**src/rtl/qrs_l3_pkg.sv**
```systemverilog
// qrs_l3_pkg
// Shared definitions for the level-3 QRS boundary detector:
//   - default window depths and coefficient width
//   - controller state encoding
//   - 16-bit sample index type
//   - saturating magnitude helper
package qrs_l3_pkg;

    localparam int QWIN_DEF = 16;
    localparam int SWIN_DEF = 24;
    localparam int DW_DEF   = 16;

    typedef logic [15:0] idx_t;

    typedef enum logic [1:0] {
        ST_IDLE   = 2'd0,
        ST_ACTIVE = 2'd1,
        ST_DONE   = 2'd2
    } state_e;

    // |x| with the most negative code folded onto the most positive one,
    // so the result always fits in DW_DEF bits.
    function automatic logic [DW_DEF-1:0] abs_sat(input logic signed [DW_DEF-1:0] x);
        logic [DW_DEF-1:0] m;
        if (x == {1'b1, {(DW_DEF-1){1'b0}}})
            m = {1'b0, {(DW_DEF-1){1'b1}}};
        else if (x < 0)
            m = DW_DEF'(-x);
        else
            m = DW_DEF'(x);
        return m;
    endfunction

endpackage

```
**src/rtl/qrs_l3_hist_buf.sv**
```systemverilog
// qrs_l3_hist_buf
// Circular history of level-3 coefficients, 2*QWIN entries deep.
//   clk, rst   : clock, async active-high reset
//   wr_en_i    : write wr_data_i at the write pointer, then advance
//   rd_addr_i  : read address; rd_data_o is registered (one-cycle latency)
//   wp_o       : slot the next sample will be written to
//   fill_o     : number of valid entries, saturating at 2*QWIN
module qrs_l3_hist_buf
    import qrs_l3_pkg::*;
#(
    parameter int QWIN = QWIN_DEF,
    parameter int DW   = DW_DEF
) (
    input  logic                          clk,
    input  logic                          rst,
    input  logic                          wr_en_i,
    input  logic [DW-1:0]                 wr_data_i,
    input  logic [$clog2(2*QWIN)-1:0]     rd_addr_i,
    output logic [DW-1:0]                 rd_data_o,
    output logic [$clog2(2*QWIN)-1:0]     wp_o,
    output logic [$clog2(2*QWIN):0]       fill_o
);

    localparam int AW    = $clog2(2*QWIN);
    localparam int FW    = AW + 1;
    localparam int DEPTH = 2*QWIN;

    logic [DW-1:0] mem_q [DEPTH];
    logic [AW-1:0] wp_q;
    logic [FW-1:0] fill_q;
    logic [DW-1:0] rd_data_q;

    always_ff @(posedge clk) begin
        if (wr_en_i)
            mem_q[wp_q] <= wr_data_i;
    end

    // Depth is a power of two, so the pointer wraps on its own.
    always_ff @(posedge clk or posedge rst) begin
        if (rst) begin
            wp_q      <= '0;
            fill_q    <= '0;
            rd_data_q <= '0;
        end else begin
            rd_data_q <= mem_q[rd_addr_i];
            if (wr_en_i) begin
                wp_q <= wp_q + 1'b1;
                if (fill_q != FW'(DEPTH))
                    fill_q <= fill_q + 1'b1;
            end
        end
    end

    assign rd_data_o = rd_data_q;
    assign wp_o      = wp_q;
    assign fill_o    = fill_q;

endmodule

```
**src/rtl/qrs_boundary_l3_detect.sv**
```systemverilog
// qrs_boundary_l3_detect
// Finds the Q onset (last sub-threshold sample before R) and the S end
// (first sub-threshold sample after R) on the level-3 coefficient stream.
//   clk, rst                      : clock, async active-high reset
//   sample_in/sample_valid        : coefficient stream
//   r_peak_valid                  : current valid sample is the R peak
//   thr                           : unsigned magnitude threshold
//   q_begin_l3/s_end_l3           : boundary indices (held until next beat)
//   q_begin_l3_flag/s_end_l3_flag : sub-threshold boundary found
//   qwindow1_full/swindow1_full   : full pre-R history / full post-R window
//   busy, done, r_drop            : beat status, result strobe, ignored R
//
// state  | meaning
// IDLE   | waiting for an R peak
// ACTIVE | backward Q scan and forward S collection running
// DONE   | results registered, done pulse
module qrs_boundary_l3_detect
    import qrs_l3_pkg::*;
#(
    parameter int QWIN = QWIN_DEF,
    parameter int SWIN = SWIN_DEF,
    parameter int DW   = DW_DEF
) (
    input  logic                 clk,
    input  logic                 rst,
    input  logic signed [DW-1:0] sample_in,
    input  logic                 sample_valid,
    input  logic                 r_peak_valid,
    input  logic [15:0]          thr,
    output logic [15:0]          q_begin_l3,
    output logic [15:0]          s_end_l3,
    output logic                 q_begin_l3_flag,
    output logic                 s_end_l3_flag,
    output logic                 qwindow1_full,
    output logic                 swindow1_full,
    output logic                 busy,
    output logic                 done,
    output logic                 r_drop
);

    localparam int KW = $clog2(2*QWIN);
    localparam int FW = KW + 1;
    localparam int JW = $clog2(SWIN+1);

    state_e         state_q;
    idx_t           idx_q, r_idx_q;
    logic [KW-1:0]  wp_l_q, k_q, pend_k_q, n_q;
    logic           qfull_q, pend_q, q_done_q, q_found_q;
    idx_t           q_idx_q;
    logic [JW-1:0]  j_q;
    logic           s_done_q, s_found_q;
    idx_t           s_idx_q;
    idx_t           q_out_q, s_out_q;
    logic           qf_out_q, sf_out_q, qw_out_q, sw_out_q;
    logic           busy_q, done_q, r_drop_q;

    logic [DW-1:0]  rd_data;
    logic [KW-1:0]  wp, rd_addr, n_start;
    logic [FW-1:0]  fill;
    logic           active, fill_ge, sample_low, rd_low;
    logic           q_issue, q_hit, q_last, q_fin, q_found_now, q_done_now;
    idx_t           q_idx_now;
    logic           s_take, s_hit, s_fin, s_found_now, s_done_now;
    logic [JW-1:0]  j_next;
    idx_t           s_idx_now;

    qrs_l3_hist_buf #(.QWIN(QWIN), .DW(DW)) u_hist (
        .clk       (clk),
        .rst       (rst),
        .wr_en_i   (sample_valid),
        .wr_data_i (sample_in),
        .rd_addr_i (rd_addr),
        .rd_data_o (rd_data),
        .wp_o      (wp),
        .fill_o    (fill)
    );

    // abs_sat never returns a value below 0, so thr == 0 is never "low".
    assign sample_low = abs_sat(sample_in) < thr;
    assign rd_low     = abs_sat($signed(rd_data)) < thr;

    assign active  = (state_q == ST_ACTIVE);
    assign fill_ge = fill >= FW'(QWIN);
    assign n_start = fill_ge ? KW'(QWIN) : KW'(fill);

    // Read for offset k is issued one cycle, evaluated the next.
    assign rd_addr     = wp_l_q - k_q;
    assign q_hit       = active & pend_q & rd_low;
    assign q_last      = active & pend_q & (pend_k_q == n_q);
    assign q_fin       = q_hit | q_last;
    assign q_issue     = active & ~q_done_q & (k_q <= n_q) & ~q_fin;
    assign q_idx_now   = q_hit ? (r_idx_q - idx_t'(pend_k_q)) : q_idx_q;
    assign q_found_now = q_found_q | q_hit;
    assign q_done_now  = q_done_q | q_fin;

    assign s_take      = active & sample_valid & ~s_done_q;
    assign j_next      = j_q + 1'b1;
    assign s_hit       = s_take & ~s_found_q & sample_low;
    assign s_fin       = s_take & (j_next == JW'(SWIN));
    assign s_idx_now   = s_hit ? (r_idx_q + idx_t'(j_next)) : s_idx_q;
    assign s_found_now = s_found_q | s_hit;
    assign s_done_now  = s_done_q | s_fin;

    always_ff @(posedge clk or posedge rst) begin
        if (rst) begin
            state_q   <= ST_IDLE;
            idx_q     <= '0;
            r_idx_q   <= '0;
            wp_l_q    <= '0;
            k_q       <= '0;
            pend_k_q  <= '0;
            n_q       <= '0;
            qfull_q   <= 1'b0;
            pend_q    <= 1'b0;
            q_done_q  <= 1'b0;
            q_found_q <= 1'b0;
            q_idx_q   <= '0;
            j_q       <= '0;
            s_done_q  <= 1'b0;
            s_found_q <= 1'b0;
            s_idx_q   <= '0;
            q_out_q   <= '0;
            s_out_q   <= '0;
            qf_out_q  <= 1'b0;
            sf_out_q  <= 1'b0;
            qw_out_q  <= 1'b0;
            sw_out_q  <= 1'b0;
            busy_q    <= 1'b0;
            done_q    <= 1'b0;
            r_drop_q  <= 1'b0;
        end else begin
            if (sample_valid)
                idx_q <= idx_q + 1'b1;
            done_q   <= 1'b0;
            r_drop_q <= sample_valid & r_peak_valid & (state_q != ST_IDLE);
            case (state_q)
                ST_IDLE: begin
                    if (sample_valid && r_peak_valid) begin
                        r_idx_q   <= idx_q;
                        wp_l_q    <= wp;
                        qfull_q   <= fill_ge;
                        n_q       <= n_start;
                        k_q       <= KW'(1);
                        pend_q    <= 1'b0;
                        q_done_q  <= (n_start == '0);
                        q_found_q <= 1'b0;
                        q_idx_q   <= idx_q - idx_t'(n_start);
                        j_q       <= '0;
                        s_done_q  <= 1'b0;
                        s_found_q <= 1'b0;
                        s_idx_q   <= idx_q + idx_t'(SWIN);
                        busy_q    <= 1'b1;
                        state_q   <= ST_ACTIVE;
                    end
                end
                ST_ACTIVE: begin
                    pend_q <= q_issue;
                    if (q_issue) begin
                        k_q      <= k_q + 1'b1;
                        pend_k_q <= k_q;
                    end
                    if (q_fin) begin
                        q_done_q  <= 1'b1;
                        q_idx_q   <= q_idx_now;
                        q_found_q <= q_found_now;
                    end
                    if (s_take)
                        j_q <= j_next;
                    if (s_hit) begin
                        s_found_q <= 1'b1;
                        s_idx_q   <= s_idx_now;
                    end
                    if (s_fin)
                        s_done_q <= 1'b1;
                    if (q_done_now && s_done_now) begin
                        q_out_q  <= q_idx_now;
                        s_out_q  <= s_idx_now;
                        qf_out_q <= q_found_now;
                        sf_out_q <= s_found_now;
                        qw_out_q <= qfull_q;
                        sw_out_q <= 1'b1;
                        done_q   <= 1'b1;
                        state_q  <= ST_DONE;
                    end
                end
                ST_DONE: begin
                    busy_q  <= 1'b0;
                    state_q <= ST_IDLE;
                end
                default: state_q <= ST_IDLE;
            endcase
        end
    end

    assign q_begin_l3      = q_out_q;
    assign s_end_l3        = s_out_q;
    assign q_begin_l3_flag = qf_out_q;
    assign s_end_l3_flag   = sf_out_q;
    assign qwindow1_full   = qw_out_q;
    assign swindow1_full   = sw_out_q;
    assign busy            = busy_q;
    assign done            = done_q;
    assign r_drop          = r_drop_q;

endmodule

```
**config.mk**
```make
export PLATFORM = sky130hd
export DESIGN_NAME = qrs_boundary_l3_detect
export DESIGN_NICKNAME = d
export VERILOG_FILES = /design/src/rtl/qrs_l3_pkg.sv /design/src/rtl/qrs_l3_hist_buf.sv /design/src/rtl/qrs_boundary_l3_detect.sv
export SDC_FILE = /design/constraint.sdc
export NUM_CORES = 1
export LEC_CHECK = 0
export ABC_AREA = 1
export BUFFER_PORTS_ARGS = -buffer_cell sky130_fd_sc_hd__buf_2
export CORE_MARGIN = 2
export CORE_UTILIZATION = 45
export CTS_CLUSTER_DIAMETER = 150
export CTS_CLUSTER_SIZE = 12
export DETAILED_ROUTE_END_ITERATION = 8
export PLACE_DENSITY = 0.58
export SKIP_LAST_GASP = 1
export SYNTH_ARGS = -nofsm -noshare
export SYNTH_HDL_FRONTEND = slang
export SYNTH_SLANG_ARGS = --single-unit
```
**constraint.sdc**
```tcl
create_clock -name clk -period 7.3 [get_ports clk]
set_input_delay 1.46 -clock clk [delete_from_list [all_inputs] [get_ports clk]]
set_output_delay 1.46 -clock clk [all_outputs]
set_load 0.005 [all_outputs]
```
==> results.tsv, run 1 <==
metric	value	unit
min_period	5.507	ns
fin_cells	3781	
via_per_inst	5.696	
place_congestion	0.8596	
rsz0062_at_grt	false	
die_h	265.4	µm
grt_max_degree	115	
timing.fmax	181.6	MHz
timing.final.ws_setup	1.793	ns
endpoint_kind	flip-flop	
ant_nets	0	
dieArea	0.07043	mm²
layout.nets	2992	
ioPinCount	75	
cts_post_setup_buffers_inserted	0	
grt_overflow	0	
yosys.area.top_type	edfxtp_1	
h-tree-depth	3	
tightestPinTransition	0.9854	ns
worstPathArrival	5.99	ns
post-place-ws	1.351	ns
remaining_drc_errors	0	
relSlewSlack	0.3431	
hpwl	51730	µm
r2r_cells	17	
coreArea	0.06740	mm²
grt_pass1_wl	126800	µm
ys_types	58	
synthArstFlopShare	0.2415	
drt_pass1_iterations	7	
setup_viol	0	
yosys.area.top_type_share	0.5001	
finClkSkew	0.02483	ns
wl	84040	µm
antenna_found_initial	2	
cts_inserted_buffers	66	
synth_ff_type	edfxtp_1	
syn_nets	2938	
cts.sinks	675	
wl_per_cell	22.23	µm
clock_path_buffers	3	
cts-hold-fix-buffers	0	
timing.final.crit_share	0.7544	
finalHoldViolCount	0	
critical_path_class	primary input to flip-flop	
ys_warn_count	0	
grt_use_total	0.2383	
cts_tree	built	
clk_latency	0.61	ns
die_x	265.4	µm
dp.cells	3689	
drt_iter0_markers	2202	
worstPathRequired	7.78	ns
synthTopCellsByCount	edfxtp_1 (512), nand2_1 (485), nor2_1 (421)	
path_clk_slew	0.06	ns
final_max_slew_viol_count	0	
drive_gt1_frac	0.08841	
status	finished clean	
whs_path_depth	2	
synth_edf_count	512	
worstHoldPathType	flip-flop to flip-flop	
port_buffers	74	
ctsResizeCount	0	
synth_cells	2830	
cp_max_fo	43	
maxCapViolations	0	
synth-seq-cells	675	
finalSetupTns	0	ns
vias	21540	
grt_pass1_vias	20840	
startpoint_type	primary input	
start_util	0.4562	
synthTopCellsByArea	edfxtp_1 (50%), dfrtp_1 (13%), nand2_1 (5.9%), nor2_1 (5.1%), o21ai_0 (3.9%)	
synth_area	0.03075	mm²
synth_most_common_cell	edfxtp_1	
syn_area_per_cell	10.86	µm²
cts-root-buf	clkbuf_16	
synth.yosys.seq_area_share	0.6327	
fp-row-count	95	
syn_to_final_growth	10.46	%
==> final cells by class <==
cell class	count	area, µm²
Multi-Input combinational cell	1836	10060
Antenna cell	1	2.502
Fill cell	5985	33430
Clock inverter	5	86.33
Inverter	167	640.6
Sequential cell	675	19450
Tap cell	873	1092
Timing Repair Buffer	138	875.8
Clock buffer	86	1748
==> sequential cells by signal (all words and copies together), names as in the netlist, 6 cells and up <==
signal            cells
s_idx_q              16
q_idx_q              16
idx_q                16
u_hist.mem_q        512
q_begin_l3           16
s_end_l3             16
u_hist.rd_data_o     16
u_hist.fill_o         6
r_idx_q              16
==> layout by cell type (no fill, tap or decap), types with 9 or more instances in the layout <==
master     Yosys  final
a21oi_1       49     49
buf_2         25     74
buf_4          4     62
clkbuf_1     109     19
clkbuf_16      0     67
dfrtp_1      163    163
edfxtp_1     512    512
ha_1          68     67
inv_1        157    154
mux2i_1       64     64
nand2_1      485    485
nand3_1      164    164
nand4_1       19     19
nor2_1       421    421
nor3_1        18     17
o21ai_0      239    239
o21ai_1       13     13
o221ai_1      64     64
o31ai_1       16     16
o32ai_1       64     64
xnor2_1        9      9
xor2_1        61     58
==> critical path, stage by stage <==
cell      delay, ns
buf_2          0.30
inv_1          0.17
ha_1           0.16
inv_1          0.09
nor4_1         0.63
nand2_1        0.17
nor2_1         0.21
nand2_1        0.17
nand3_1        0.12
ha_1           0.24
a21oi_1        0.12
o21ai_0        0.09
a21oi_1        0.16
nor2_1         0.09
a211oi_4       0.67
nand2_4        0.43
nand2_4        0.33
inv_2          0.19
nand2_1        0.11
nand2_1        0.06
==> worst paths after layout <==
kind	from	endpoint	slack [ns]
min in group asynchronous	rst	s_end_l3[7]	1.02
min	swindow1_full	swindow1_full	0.47
min reg2reg	swindow1_full	swindow1_full	0.47
max in group asynchronous	rst	u_hist.fill_o[0]	4.77
max reg2reg	u_hist.rd_data_o[0]	q_idx_q[2]	2.89
max	sample_in[1]	s_idx_q[14]	1.79
==> through the flow <==
stage          hold WS, ns  area (µm²)  utilization
2_1_floorplan       0.4425       30750            -
3_3_place_gp        0.4413       32130       0.4767
3_5_place_dp        0.4548       32130       0.4767
4_1_cts             0.4711       33960       0.5039
5_1_grt             0.4917       33960       0.5039
6_report            0.4651       33960       0.5039
==> cell families (layout without fill, tap and decap cells) <==
logic type                 after synthesis  after routing  share of synthesized area
AOI/OAI and AO/OA                      475            475                    0.09747
and+or+nand+nor                       1155           1155                     0.1565
xor gates and xnor gates                70             70                    0.01994
other                                    0              1                          0
adders and majority gates               72             72                    0.03028
muxes                                   64             64                    0.02084
buffers and inverters                  319            396                    0.04224
DFF                                    675            675                     0.6327
==> layer usage <==
metal	up-vias	global-route usage	part of all wire
li1	10040	-	-
met1	10630	0.3256	0.43
met2	735	0.3921	0.48
met3	132	0.03944	0.069
met4	0	0.07207	0.027
met5	-	0	0
Power of run 1 is left out: the tool's default activity adds up to more than one toggle a clock period on the data nets, which glitch-free logic cannot reach.
==> run 2: changes to the inputs <==
--- a/config.mk
+++ b/config.mk
@@ -12,7 +12,7 @@
 export CTS_CLUSTER_DIAMETER = 150
 export CTS_CLUSTER_SIZE = 12
 export DETAILED_ROUTE_END_ITERATION = 8
-export PLACE_DENSITY = 0.58
+export PLACE_DENSITY = 0.6
 export SKIP_LAST_GASP = 1
 export SYNTH_ARGS = -nofsm -noshare
 export SYNTH_HDL_FRONTEND = slang
==> constraint.sdc (replaced) <==
create_clock -name clk -period 4.7 [get_ports clk]
set_input_delay 0.94 -clock clk [delete_from_list [all_inputs] [get_ports clk]]
set_output_delay 0.94 -clock clk [all_outputs]
set_load 0.005 [all_outputs]
==> results.tsv, run 2 (same netlist as run 1, synthesis figures left out) <==
metric	value	unit
coreArea	0.06740	mm²
layout_commonest_cell	edfxtp_1	
wl_per_cell	22.29	µm
post_dp_cell_area	0.03236	mm²
die_x	265.4	µm
tightestPinTransition	1.030	ns
r2r_end	q_idx_q[2]	
drt_iter0_markers	2033	
timing.final.crit_share	0.9361	
ioPinCount	75	
syn_to_final_growth	11.47	%
timing.rr.start	u_hist.rd_data_o[0]	
cts-hold-fix-buffers	0	
multi_input_area	0.01006	mm²
grt_use_total	0.2420	
start_util	0.4562	
layout_common_cells	edfxtp_1 (512), nand2_1 (485), nor2_1 (421)	
final_max_slew_viol_count	0	
ant_nets	0	
status	finished clean	
grt_pass1_vias	21140	
clock_path_buffers	3	
hold_ws	0.4330	ns
startpoint_type	primary input	
cts_post_setup_buffers_inserted	0	
remaining_drc_errors	0	
clk_latency	0.62	ns
cp_max_fo	17	
hpwl	54430	µm
antenna_found_initial	4	
cts-root-buf	clkbuf_16	
die_h	265.4	µm
wl	84850	µm
fp-row-count	95	
setup_viol	0	
via_per_inst	5.704	
reg2reg_slack	0.40	ns
worstPathRequired	5.23	ns
finClkSkew	0.03718	ns
worstPathArrival	4.93	ns
insertedDiodeCount	0	
finalSetupTns	0	ns
dieArea	0.07043	mm²
ctsResizeCount	0	
critical_path_class	primary input to flip-flop	
relSlewSlack	0.3107	
largest_reg_flops	512	
worstHoldPathType	primary input to async pin	
drt_pass1_iterations	6	
r2r_cells	16	
grt_max_degree	135	
top_register	u_hist.mem_q	
vias	21710	
dp.cells	3709	
fin_area	0.03427	mm²
port_buffers	74	
drive_gt1_frac	0.09512	
h-tree-depth	3	
timing.fmax	227.3	MHz
fill_cells	5946	
endpoint_kind	flip-flop	
cts_inserted_buffers	66	
seq_area	0.01945	mm²
rsz0062_at_grt	false	
finalHoldViolCount	0	
place_congestion	0.9233	
path_clk_slew	0.06	ns
cts_tree	built	
min_period	4.399	ns
fin_cells	3806	
maxCapViolations	0	
cts.sinks	675	
grt_overflow	0	
layout.nets	3012	
grt_pass1_wl	129000	µm
==> run 2: cell count changes in the layout (fill, tap and decap cells not counted), sizes merged <==
cell      previous run  this run
clkbuf              86        91
clkinvlp             0         1
diode                1         0
buf                138       158
==> run 2: layout make-up <==
cell class                 instances  area share
tap                              873     0.03187
timing repair buffer             158     0.03249
multi-input combinational       1836      0.2936
clock inverter                     6    0.003614
clock buffer                      91     0.05217
sequential                       675      0.5676
inverter                         167     0.01862
==> run 2: worst max-delay path by stage <==
stage | endpoint | depth (start not counted) | from
floorplan | s_idx_q[7] | 22 | sample_in[3]
global placement | s_idx_q[5] | 21 | sample_in[3]
detailed placement | s_idx_q[9] | 21 | sample_in[3]
CTS | q_idx_q[8] | 16 | u_hist.rd_data_o[0]
global route | s_idx_q[1] | 21 | sample_in[3]
finish | s_idx_q[9] | 21 | sample_in[3]
==> run 2: layer usage <==
metal / routed length [µm] / share of wire / up-vias / global-route usage
li1: - / - / 10070 / -
met1: 36940 / 0.44 / 10740 / 0.3340
met2: 39950 / 0.47 / 746 / 0.3924
met3: 5375 / 0.063 / 151 / 0.03953
met4: 2591 / 0.031 / 0 / 0.07849
met5: 0 / 0 / - / 0
==> run 2: critical path, stage by stage <==
cell and delay, ns:
buf_2 0.12, nor2_1 0.17, inv_1 0.09, nor4_1 0.17
inv_1 0.09, nor3_1 0.68, nand2_1 0.18, nor3_1 0.31
nor2_1 0.09, a21oi_1 0.15, or2_2 0.13, nand3_1 0.08
ha_1 0.28, nand2_1 0.06, nor4b_1 0.33, nand2_2 0.13
nand2_4 0.20, nand2_4 0.19, inv_2 0.31, nand2_1 0.10
nand2_1 0.09
==> run 2: metrics by stage <==
stage / setup slack, ns / util
final: 0.3005 / 0.5085
after detailed placement: -0.06585 / 0.4802
after global routing: 0.1000 / 0.5085
after CTS: 0.5183 / 0.5085
after global placement: -0.005869 / 0.4802
after floorplan: 1.063 / -
Power of run 2 is left out for the same reason.
